**src/rtl/dual_deque_pkg.sv**
```systemverilog
// dual_deque_pkg: shared operation and FSM state encodings for the dual deque controller
package dual_deque_pkg;
  typedef enum logic [1:0] {PUSH_BACK, PUSH_FRONT, POP_BACK, POP_FRONT} op_t;
  typedef enum logic [1:0] {IDLE, EXEC, READ, RESP} state_t;
endpackage

```
**src/rtl/deque_ptr.sv**
```systemverilog
// deque_ptr: head/count pair of one circular deque, its access index and empty/full flags
module deque_ptr
  import dual_deque_pkg::*;
#(
  parameter int AW = 6
) (
  input  logic          clk,
  input  logic          rst,
  input  logic          en_i,
  input  op_t           op_i,
  output logic [AW-2:0] idx_o,
  output logic [AW-1:0] cnt_o,
  output logic          empty_o,
  output logic          full_o
);
  localparam logic [AW-2:0] IONE = 1;
  localparam logic [AW-1:0] CONE = 1;
  localparam logic [AW-1:0] HALF = {1'b1, {(AW-1){1'b0}}};
  logic [AW-2:0] h_q, h_d, cl;
  logic [AW-1:0] c_q, c_d;
  assign cl = c_q[AW-2:0];
  always_comb begin
    idx_o = op_i == PUSH_BACK  ? h_q + cl :
            op_i == PUSH_FRONT ? h_q - IONE :
            op_i == POP_FRONT  ? h_q : h_q + cl - IONE;
    h_d = !en_i ? h_q :
          op_i == PUSH_FRONT ? h_q - IONE :
          op_i == POP_FRONT  ? h_q + IONE : h_q;
    c_d = !en_i ? c_q : op_i[1] ? c_q - CONE : c_q + CONE;
  end
  always_ff @(posedge clk) begin
    if (rst) begin
      h_q <= '0;
      c_q <= '0;
    end else begin
      h_q <= h_d;
      c_q <= c_d;
    end
  end
  assign cnt_o   = c_q;
  assign empty_o = c_q == '0;
  assign full_o  = c_q == HALF;
endmodule

```
**src/rtl/dual_deque_ctrl.sv**
```systemverilog
// dual_deque_ctrl: two circular byte deques sharing one RAM with 1-cycle registered read data
module dual_deque_ctrl
  import dual_deque_pkg::*;
#(
  parameter  int RAM_BYTES = 64,
  localparam int AW        = $clog2(RAM_BYTES)
) (
  input  logic          clk,
  input  logic          rst,
  input  logic          cmd_valid,
  output logic          cmd_ready,
  input  logic          cmd_sel,
  input  logic [1:0]    cmd_op,
  input  logic [7:0]    cmd_data,
  output logic          rsp_valid,
  output logic          rsp_err,
  output logic [7:0]    rsp_data,
  output logic [AW-1:0] mem_addr,
  output logic          mem_wr_en,
  output logic [7:0]    mem_wdata,
  input  logic [7:0]    mem_rdata,
  output logic [AW-1:0] count0,
  output logic [AW-1:0] count1,
  output logic [1:0]    empty,
  output logic [1:0]    full
);
  state_t        state_q, state_d;
  op_t           op_q, op_d;
  logic          sel_q, sel_d, err_q, err_d, acc, exec_ok;
  logic [7:0]    data_q, data_d;
  logic [AW-2:0] idx0, idx1;
  deque_ptr #(.AW(AW)) u_dq0 (
    .clk(clk), .rst(rst), .en_i(exec_ok && !sel_q), .op_i(op_q),
    .idx_o(idx0), .cnt_o(count0), .empty_o(empty[0]), .full_o(full[0])
  );
  deque_ptr #(.AW(AW)) u_dq1 (
    .clk(clk), .rst(rst), .en_i(exec_ok && sel_q), .op_i(op_q),
    .idx_o(idx1), .cnt_o(count1), .empty_o(empty[1]), .full_o(full[1])
  );
  assign cmd_ready = state_q == IDLE && !rst;
  assign acc       = cmd_valid && cmd_ready;
  assign exec_ok   = state_q == EXEC && !err_q;
  assign mem_addr  = exec_ok ? {sel_q, sel_q ? idx1 : idx0} : '0;
  assign mem_wr_en = exec_ok && !op_q[1] && !rst;
  assign mem_wdata = data_q;
  assign rsp_valid = state_q == RESP && !rst;
  assign rsp_err   = rsp_valid && err_q;
  assign rsp_data  = rsp_valid && op_q[1] && !err_q ? data_q : 8'h00;
  // The full/empty decision is frozen at accept so EXEC never re-evaluates it.
  always_comb begin
    state_d = state_q == IDLE ? (acc ? EXEC : IDLE) :
              state_q == EXEC ? ((err_q || !op_q[1]) ? RESP : READ) :
              state_q == READ ? RESP : IDLE;
    sel_d   = acc ? cmd_sel : sel_q;
    op_d    = acc ? op_t'(cmd_op) : op_q;
    err_d   = acc ? (cmd_op[1] ? empty[cmd_sel] : full[cmd_sel]) : err_q;
    data_d  = acc ? cmd_data : state_q == READ ? mem_rdata : data_q;
  end
  always_ff @(posedge clk) begin
    if (rst) begin
      state_q <= IDLE;
      op_q    <= PUSH_BACK;
      sel_q   <= 1'b0;
      err_q   <= 1'b0;
      data_q  <= 8'h00;
    end else begin
      state_q <= state_d;
      op_q    <= op_d;
      sel_q   <= sel_d;
      err_q   <= err_d;
      data_q  <= data_d;
    end
  end
endmodule

```
**config.mk**
```make
export PLATFORM = sky130hd
export DESIGN_NAME = dual_deque_ctrl
export DESIGN_NICKNAME = d
export VERILOG_FILES = /design/src/rtl/dual_deque_pkg.sv /design/src/rtl/deque_ptr.sv /design/src/rtl/dual_deque_ctrl.sv
export SDC_FILE = /design/constraint.sdc
export NUM_CORES = 1
export LEC_CHECK = 0
export ABC_CLOCK_PERIOD_IN_PS = 5000
export CORE_MARGIN = 2
export CORE_UTILIZATION = 56
export CTS_CLUSTER_SIZE = 24
export DETAILED_ROUTE_END_ITERATION = 7
export GPL_TIMING_DRIVEN = 0
export PLACE_DENSITY = 0.87
export SETUP_SLACK_MARGIN = 0.3
export SLEW_MARGIN = 10
export SYNTH_ARGS = -nofsm -noshare
export SYNTH_HDL_FRONTEND = slang
export SYNTH_SLANG_ARGS = --single-unit
```
**constraint.sdc**
```tcl
create_clock -name clk -period 5 [get_ports clk]
set_clock_uncertainty 0.1 [all_clocks]
set_input_delay 1 -clock clk [delete_from_list [all_inputs] [get_ports clk]]
set_output_delay 1 -clock clk [all_outputs]
set_load 0.02 [all_outputs]
```
==> results of run 1 <==
logic make-up (layout without fill, tap and decap cells):
family / count (synthesis) / after routing / synth area share
adder cells (fa/ha/maj): 30 / 30 / 0.138
AND/OR/NAND/NOR: 129 / 129 / 0.216
XOR/XNOR: 40 / 40 / 0.119
buffers and inverters: 45 / 116 / 0.0749
flip-flops: 36 / 36 / 0.245
AO/OA/AOI/OAI: 68 / 68 / 0.149
multiplexers: 15 / 15 / 0.0574
final cells by class:
| type | count | area share |
|---|---|---|
| Tap cell | 70 | 0.0232 |
| Buffer | 20 | 0.0315 |
| Inverter | 25 | 0.0269 |
| Multi-Input combinational cell | 282 | 0.530 |
| Sequential cell | 36 | 0.191 |
| Clock inverter | 3 | 0.0113 |
| Timing Repair Buffer | 63 | 0.167 |
| Clock buffer | 5 | 0.0183 |
layer usage:
layer  vias up  track usage  share of wire  wire (um)
li1       1384            -              -          -
met1      1345        0.339           0.43       3390
met2       110        0.481           0.48       3750
met3        11       0.0640          0.070        544
met4         0       0.0782          0.015        114
met5         -            0              0          0
cell usage after synthesis (2+ instances only):
cell type  number
a31oi_1         3
nor2_1         45
a21oi_1        25
dfxtp_1        36
o21ai_1         5
and2_1         10
buf_6           2
a21o_1          9
buf_2           2
xnor2_1        32
fa_1            4
or4_1           2
mux2i_1        12
nand3_1         6
nand4_1         5
o22ai_1         2
a211oi_1       10
nor3_1          9
ha_1           26
nor4_1          5
buf_4           7
nor2b_1         2
o21ai_0         3
inv_2           4
clkbuf_1        9
xor2_1          8
inv_1          20
nand3b_1        6
nand2_1        28
critical path, delay by kind of cell, from the launching register on:
family	cells	cell delay [ns]
buffers and inverters	2	0.76
AO/OA/AOI/OAI	3	0.59
AND/OR/NAND/NOR	1	0.08
flip-flops	1	0.49
XOR/XNOR	1	0.15
adder cells (fa/ha/maj)	3	0.89
flip-flops by register name (all words and copies together) (netlist names):
register,count
err_q,1
mem_wdata,8
op_q,2
sel_q,1
state_q,2
u_dq0.cnt_o,6
u_dq0.h_q,5
u_dq1.cnt_o,6
u_dq1.h_q,5
metrics by stage:
stage / power [W] / std cells
floorplan: 0.000476 / 363
global placement: 0.000556 / 496
detailed placement: 0.000564 / 496
CTS: 0.000826 / 504
global route: 0.000862 / 504
finish: 0.000823 / 504
report_power, final:
part / total [W] / internal, W / switching [W]
registers: 0.000319 / 0.000300 / 0.0000190
logic: 0.000242 / 0.000114 / 0.000129
clock network: 0.000261 / 0.000148 / 0.000114
total: 0.000823 / 0.000561 / 0.000262
path summary, 6_finish.rpt:
kind,from,end,slack (ns),cells after the start
max,u_dq0.cnt_o[0],mem_addr[4],0.64,10
min,u_dq1.cnt_o[3],u_dq1.cnt_o[3],0.42,2
max reg2reg,op_q[1],u_dq0.cnt_o[5],2.68,7
min reg2reg,u_dq1.cnt_o[3],u_dq1.cnt_o[3],0.42,2
==> summary.txt, run 1 <==
Finish
  – Layout cells sized above 1: 0.0760
  – Most common cell after layout, fill and taps aside: clkdlybuf4s50_1
  – ANT cells: 0
  – Syn-to-layout area delta: 28.2%
  – Net count, final: 485
  – Finished Cell Area: 0.00377 sq mm
  – Register area: 721 sq um
  – Most frequent cells in the layout: 63 x clkdlybuf4s50_1, 45 x nor2_1, 36 x dfxtp_1
  – Fin util: 0.743
  – Area occupied by multi-input gates: 0.00200 sq mm
  – Fill count: 414

Synthesis
  – Most used DFF post-synth: dfxtp_1
  – Most area-consuming cells after synthesis: dfxtp_1 25%, ha_1 11%, xnor2_1 9.5%
  – Unique cell type count in the Yosys netlist: 55
  – Synth top area share: 0.245
  – Mapped cell area: 0.00294 sq mm
  – Syn. warnings: 0
  – Syn Nets: 415
  – Ys async rst share: 0
  – Post-Syn Instances: 363
  – Avg Inst Size Synth: 8.10 sq um
  – Post-synth EDFFs: 0
  – Yosys top cell by area: dfxtp_1
  – Register area share after synthesis: 0.245
  – Number of synthesized register bits: 36

Route
  – Wire length per cell: 15.5 um
  – Via count: 2850
  – Vias per cell: 5.65
  – Routed WL: 7800 um
  – Initial drt markers: 142
  – DRC viols: 0
  – Antenna Nets Post-Route: 0
  – DR pass1 iterations: 4

Clock tree
  – Setup Buffers After CTS: 0
  – CTS Hold Buffers Added: 0
  – Root Buffer: clkbuf_8
  – CTS tree: done
  – Number of instances resized during post-cts repair: 0
  – H-tree depth: 2
  – Clock Path Buffers: 2
  – Later-pin clock latency in the skew report: 0.30 ns
  – Clock slew at reported path FFs: 0.08 ns
  – Clk sinks: 36
  – Cts bufs inserted: 5

Global routing
  – Largest net degree at the start of global routing: 13
  – Number of global-route vias before repair: 2791
  – GRT Residual Overflow: 0
  – Antenna violations before repair: 0
  – GRT Util Overall: 0.276
  – First-pass GRT wire length: 13200 um

Die
  – Chip Width: 76.5 um
  – Initial core utilization: 0.579
  – Die ar.: 0.00585 sq mm
  – Num rows: 26
  – Core Footprint: 0.00507 sq mm
  – Top Ports: 64
  – Die span in y: 76.5 um

Worst setup path
  – Critical path cell sequence: ha_1, fa_1, inv_1, ha_1, nand2_1, o21bai_1, xnor2_1, o21a_1, o211ai_1, clkdlybuf4s50_1
  – Slowest CP cell: clkdlybuf4s50_1
  – Worst Setup Path Type: register to output pin
  – Critical Path End Type: output pin
  – Max incr delay on CP: 0.65 ns
  – CP Launch Type: register
  – Most used cell, CP: ha_1
  – Req. time, crit path: 3.90 ns
  – Data arrival, critical path: 3.26 ns
  – Crit-path max FO: 5

Timing
  – Unrepaired setup endpoints after global routing: false
  – Slew Limit Fails: 0
  – Final setup viols: 0
  – Final WS setup: 0.638 ns
  – Worst-Margin Slew: 0.642 ns
  – Fmax: 229 MHz
  – WHS: 0.418 ns
  – Relative slew margins: 0.572
  – Fin crit share: 0.872
  – Minimum clock period: 4.36 ns
  – Final Hold Viols: 0
  – Final TNS setup: 0 ns

Pwr
  – Leak: 1.58 nW
  – Cell area power density: 218 mW/mm^2
  – Worst VDD drop: 0.130 mV

Place
  – Place WS: 0.974 ns
  – GP Congestion: 0.884
  – Port buffer count: 63
  – Post-DP Area: 0.00366 sq mm
  – Final HPWL DP: 5910 um

Outcome
  – Status: complete, no violations

Worst hold path
  – Hold Path Class: register to register

Job
  – Max Cap Viol: 0
No activity file was read; power rests on OpenSTA's default activity.
==> inputs of run 2 (changes only) <==
--- a/config.mk
+++ b/config.mk
@@ -10,7 +10,7 @@
 export CORE_UTILIZATION = 56
 export CTS_CLUSTER_SIZE = 24
 export DETAILED_ROUTE_END_ITERATION = 7
-export GPL_TIMING_DRIVEN = 0
+export GPL_TIMING_DRIVEN = 1
 export PLACE_DENSITY = 0.87
 export SETUP_SLACK_MARGIN = 0.3
 export SLEW_MARGIN = 10
==> summary.txt, run 2 (synthesis results as in run 1) <==
Timing
  – Final TNS setup: 0 ns
  – Fmax: 238 MHz
  – Worst-Margin Slew: 0.732 ns
  – Slew Limit Fails: 0
  – Final setup viols: 0
  – Relative slew margins: 0.511
  – Minimum clock period: 4.20 ns
  – Final Hold Viols: 0
  – WHS: 0.416 ns
  – Unrepaired setup endpoints after global routing: false
  – Fin crit share: 0.840

Die
  – Chip Width: 76.5 um
  – Num rows: 26
  – Die span in y: 76.5 um
  – Core Footprint: 0.00507 sq mm
  – Initial core utilization: 0.579
  – Top Ports: 64
  – Die ar.: 0.00585 sq mm

Worst setup path
  – Worst Setup Path Type: register to output pin
  – Max incr delay on CP: 0.65 ns
  – FF-to-FF path depth: 8
  – CP Launch Type: register
  – Data arrival, critical path: 3.10 ns
  – CP delay by family, top: adder cells
  – Most used cell, CP: xnor2_1
  – Flop2flop setup slack: 2.30 ns
  – Critical path cell sequence: ha_1, fa_1, xnor2_1, nand4_1, xnor2_1, xnor2_1, a21oi_1, o22ai_1, clkdlybuf4s50_1
  – Slowest CP cell: clkdlybuf4s50_1
  – Worst R2R End: u_dq1.cnt_o[5]
  – Critical Path End Type: output pin
  – Req. time, crit path: 3.90 ns
  – FF-to-FF Start: op_q[1]
  – Buf/Inv on CP: 1
  – Crit-path max FO: 5

Clock tree
  – Cts bufs inserted: 5
  – CTS tree: done
  – Number of instances resized during post-cts repair: 0
  – Clock slew at reported path FFs: 0.08 ns
  – Root Buffer: clkbuf_8
  – Clock Path Buffers: 2
  – CTS Hold Buffers Added: 0
  – Later-pin clock latency in the skew report: 0.30 ns
  – Setup Buffers After CTS: 0
  – Clk sinks: 36
  – H-tree depth: 2

Worst hold path
  – Hold depth: 2
  – Hold Startpoint: u_dq0.cnt_o[3]
  – WHS Endpoint: u_dq0.cnt_o[3]
  – Hold Path Class: register to register

Global routing
  – First-pass GRT wire length: 12800 um
  – GRT busiest layer: met2
  – Number of global-route vias before repair: 2638
  – Met1 usage: 0.355
  – Largest net degree at the start of global routing: 41
  – Antenna violations before repair: 0
  – GRT Residual Overflow: 0
  – Met3 layer usage reported by global route: 0.0545
  – GRT Util Overall: 0.266
  – GR Util met2: 0.433

Place
  – GP Congestion: 0.963
  – Port buffer count: 63
  – Final HPWL DP: 5430 um

Route
  – Via count: 2725
  – Vias per cell: 5.61
  – Antenna Nets Post-Route: 0
  – DRC viols: 0
  – DR pass1 iterations: 4
  – Routed WL: 7410 um
  – Wire length per cell: 15.2 um
  – Initial drt markers: 184

Pwr
  – Leak: 1.53 nW
  – Worst VDD drop: 0.159 mV
  – Cell area power density: 221 mW/mm^2

Job
  – Max Cap Viol: 0

Finish
  – Most frequent cells in the layout: 63 x clkdlybuf4s50_1, 45 x nor2_1, 36 x dfxtp_1
  – Most common cell after layout, fill and taps aside: clkdlybuf4s50_1
  – ANT cells: 0
  – Net count, final: 467
  – Max FFs per register: 8
  – Layout cells sized above 1: 0.0577
  – Syn-to-layout area delta: 24.7%

Outcome
  – Status: complete, no violations
## run 2: cell type report
| class | count | area (sq um) |
|---|---|---|
| Fill cell | 407 | 1410 |
| Clock inverter | 3 | 42.5 |
| Clock buffer | 5 | 68.8 |
| Tap cell | 70 | 87.6 |
| Timing Repair Buffer | 65 | 646 |
| Sequential cell | 36 | 721 |
| Inverter | 25 | 101 |
| Multi-Input combinational cell | 282 | 2000 |
## run 2: worst max path at each step
stage / startpoint / slack, ns / to / depth (start not counted)
floorplan: u_dq0.cnt_o[0] / 1.59 / mem_addr[4] / 9
global placement: u_dq0.cnt_o[0] / 1.20 / mem_addr[4] / 10
detailed placement: u_dq0.cnt_o[0] / 1.15 / mem_addr[4] / 10
CTS: u_dq0.cnt_o[0] / 0.80 / mem_addr[4] / 10
global route: u_dq0.cnt_o[0] / 0.63 / mem_addr[4] / 10
finish: u_dq0.cnt_o[0] / 0.80 / mem_addr[3] / 9
## run 2: metrics by stage
step	instances	setup WS, ns	utilization	total power, W	area [sq um]
5_1_grt	486	0.628	0.722	0.000846	3670
3_5_place_dp	478	1.15	0.700	0.000552	3550
6_report	486	0.798	0.722	0.000810	3670
2_1_floorplan	363	1.59	-	0.000476	2940
3_3_place_gp	478	1.20	0.700	0.000544	3550
4_1_cts	486	0.805	0.722	0.000813	3670
## run 2: worst min-delay path: stages, from the launching register on
cell	delay (ns)
dfxtp_1	0.36
nand2_1	0.07
a21oi_1	0.05
## run 2: where the power goes
part           internal (W)  switching, W  total, W
sequential         0.000300     0.0000226  0.000323
combinational      0.000105      0.000120  0.000224
clock              0.000148      0.000115  0.000262
total              0.000553      0.000257  0.000810
## run 2: routing by layer
| metal | vias to the layer above | routed length (um) | share of wire |
|---|---|---|---|
| met5 | - | 0 | 0 |
| met4 | 0 | 117 | 0.016 |
| met3 | 15 | 563 | 0.076 |
| met2 | 125 | 3360 | 0.45 |
| met1 | 1238 | 3360 | 0.45 |
| li1 | 1347 | - | - |
==> inputs of run 3 (changes only) <==
--- a/config.mk
+++ b/config.mk
@@ -5,13 +5,13 @@
 export SDC_FILE = /design/constraint.sdc
 export NUM_CORES = 1
 export LEC_CHECK = 0
-export ABC_CLOCK_PERIOD_IN_PS = 5000
+export ABC_CLOCK_PERIOD_IN_PS = 4100
 export CORE_MARGIN = 2
-export CORE_UTILIZATION = 56
+export CORE_UTILIZATION = 52
 export CTS_CLUSTER_SIZE = 24
 export DETAILED_ROUTE_END_ITERATION = 7
 export GPL_TIMING_DRIVEN = 1
-export PLACE_DENSITY = 0.87
+export PLACE_DENSITY = 0.82
 export SETUP_SLACK_MARGIN = 0.3
 export SLEW_MARGIN = 10
 export SYNTH_ARGS = -nofsm -noshare
==> constraint.sdc (replaced) <==
create_clock -name clk -period 4.1 [get_ports clk]
set_clock_uncertainty 0.1 [all_clocks]
set_input_delay 0.82 -clock clk [delete_from_list [all_inputs] [get_ports clk]]
set_output_delay 0.82 -clock clk [all_outputs]
set_load 0.02 [all_outputs]
==> summary.txt, run 3 (synthesis results as in run 1) <==
Worst setup path
  – Max incr delay on CP: 0.49 ns
  – Req. time, crit path: 3.18 ns
  – Data arrival, critical path: 2.80 ns
  – Critical Path End Type: output pin
  – CP startpoint: u_dq0.cnt_o[0]
  – FF-to-FF Start: op_q[1]
  – Worst Setup Path Type: register to output pin
  – Most used cell, CP: xnor2_1
  – Slowest CP cell: fa_1
  – Critical path cell sequence: ha_1, fa_1, xnor2_2, nand4_1, xnor2_1, xnor2_1, a21oi_1, o22ai_1, dlygate4sd2_1
  – CP Launch Type: register
  – Crit-path max FO: 5

Timing
  – WHS: 0.422 ns
  – Fmax: 269 MHz
  – Minimum clock period: 3.72 ns
  – Worst-Margin Slew: 0.743 ns
  – Final setup viols: 0
  – Unrepaired setup endpoints after global routing: false
  – Slew Limit Fails: 0
  – Final WS setup: 0.384 ns
  – Fin crit share: 0.906
  – Final TNS setup: 0 ns
  – Relative slew margins: 0.503
  – Final Hold Viols: 0

Route
  – Routed WL: 7160 um
  – Initial drt markers: 132
  – Wire length per cell: 14.6 um
  – Via count: 2717
  – DRC viols: 0
  – DR pass1 iterations: 4
  – Antenna Nets Post-Route: 0
  – Vias per cell: 5.54

Die
  – Core Footprint: 0.00547 sq mm
  – Initial core utilization: 0.537
  – Die ar.: 0.00627 sq mm
  – Top Ports: 64
  – Die span in y: 79.2 um
  – Num rows: 27
  – Chip Width: 79.2 um

Finish
  – Most common cell after layout, fill and taps aside: clkdlybuf4s50_1
  – Net count, final: 469
  – Syn-to-layout area delta: 25.4%
  – ANT cells: 0
  – Layout cells sized above 1: 0.0646
  – Max FFs per register: 8
  – Most frequent cells in the layout: 59 x clkdlybuf4s50_1, 45 x nor2_1, 36 x dfxtp_1

Pwr
  – Gate power share: 0.282
  – Worst VDD drop: 0.116 mV
  – Leak: 1.58 nW
  – Reg power frac: 0.398
  – Clk pwr share: 0.321
  – Internal power: 0.000675 W
  – Switch share: 0.311
  – Cell area power density: 266 mW/mm^2
  – Total power: 0.000979 W
  – Psw: 0.000304 W

Clock tree
  – Cts bufs inserted: 5
  – Clock slew at reported path FFs: 0.08 ns
  – CTS tree: done
  – Root Buffer: clkbuf_8
  – Later-pin clock latency in the skew report: 0.29 ns
  – Clock Path Buffers: 2
  – Clk sinks: 36
  – H-tree depth: 2
  – CTS Hold Buffers Added: 0

Global routing
  – GRT Util Overall: 0.238
  – GRT Residual Overflow: 0
  – Largest net degree at the start of global routing: 41
  – Antenna violations before repair: 0
  – First-pass GRT wire length: 12100 um
  – Number of global-route vias before repair: 2543

Outcome
  – Status: complete, no violations

Place
  – GP Congestion: 0.883
  – Port buffer count: 63
  – Place WS: 0.452 ns
  – Final HPWL DP: 5210 um

Worst hold path
  – Hold Startpoint: err_q
  – Hold Path Class: register to register

Job
  – Max Cap Viol: 0
## run 3: cell count changes in the layout (fill, tap and decap cells not counted)
| cell | change |
|---|---|
| dlymetal6s2s_1 | +2 |
| clkinvlp_4 | -1 |
| clkdlybuf4s50_1 | -4 |
| clkbuf_2 | +1 |
| buf_4 | +2 |
| xnor2_2 | +1 |
| dlygate4sd2_1 | +1 |
| xnor2_1 | -1 |
| clkbuf_1 | +1 |
## run 3: timing repair
| item | 4_1_cts | 5_1_grt |
|---|---|---|
| setup buffers | 0 | 0 |
| gates cloned | 0 | 0 |
| endpoints found under the setup margin | 2 | 4 |
| gates resized for setup | 2 | 5 |
## run 3: path summary, 6_finish.rpt
| check | endpoint | slack, ns | cells after the start |
|---|---|---|---|
| max | mem_addr[3] | 0.38 | 9 |
| min | err_q | 0.42 | 2 |
| max reg2reg | u_dq1.cnt_o[5] | 1.48 | 8 |
| min reg2reg | err_q | 0.42 | 2 |
## run 3: per-stage QoR
step                 util  cells  instance area, sq um
floorplan               -    363                  2940
global placement    0.653    482                  3570
detailed placement  0.653    482                  3570
CTS                 0.672    490                  3680
global route        0.674    490                  3690
finish              0.674    490                  3690
## run 3: per-layer routing
metal  GRT usage  part of all wire  up-vias
met5           0                 0        -
met2       0.387              0.46       90
met1       0.331              0.47     1270
met4      0.0586             0.012        0
li1            -                 -     1348
met3      0.0352             0.062        9
## run 3: cell type report
type / count / area (sq um)
Tap cell: 72 / 90.1
Clock inverter: 2 / 35.0
Multi-Input combinational cell: 282 / 2010
Clock buffer: 6 / 72.6
Sequential cell: 36 / 721
Inverter: 25 / 101
Fill cell: 445 / 1790
Timing Repair Buffer: 67 / 659
## run 3: worst max-delay path, delay by kind of cell, from the launching register on
kind,cells,cell delay [ns]
adder cells (fa/ha/maj),2,0.76
XOR/XNOR,3,0.62
flip-flops,1,0.36
buffers and inverters,1,0.36
AO/OA/AOI/OAI,2,0.28
AND/OR/NAND/NOR,1,0.14
## run 3: power groups by stage
| stage | clock network [W] | logic (W) | registers [W] |
|---|---|---|---|
| 2_1_floorplan | 0 | 0.000176 | 0.000404 |
| 3_3_place_gp | 0 | 0.000269 | 0.000396 |
| 3_5_place_dp | 0 | 0.000273 | 0.000397 |
| 4_1_cts | 0.000319 | 0.000275 | 0.000389 |
| 5_1_grt | 0.000337 | 0.000302 | 0.000392 |
| 6_report | 0.000314 | 0.000276 | 0.000389 |
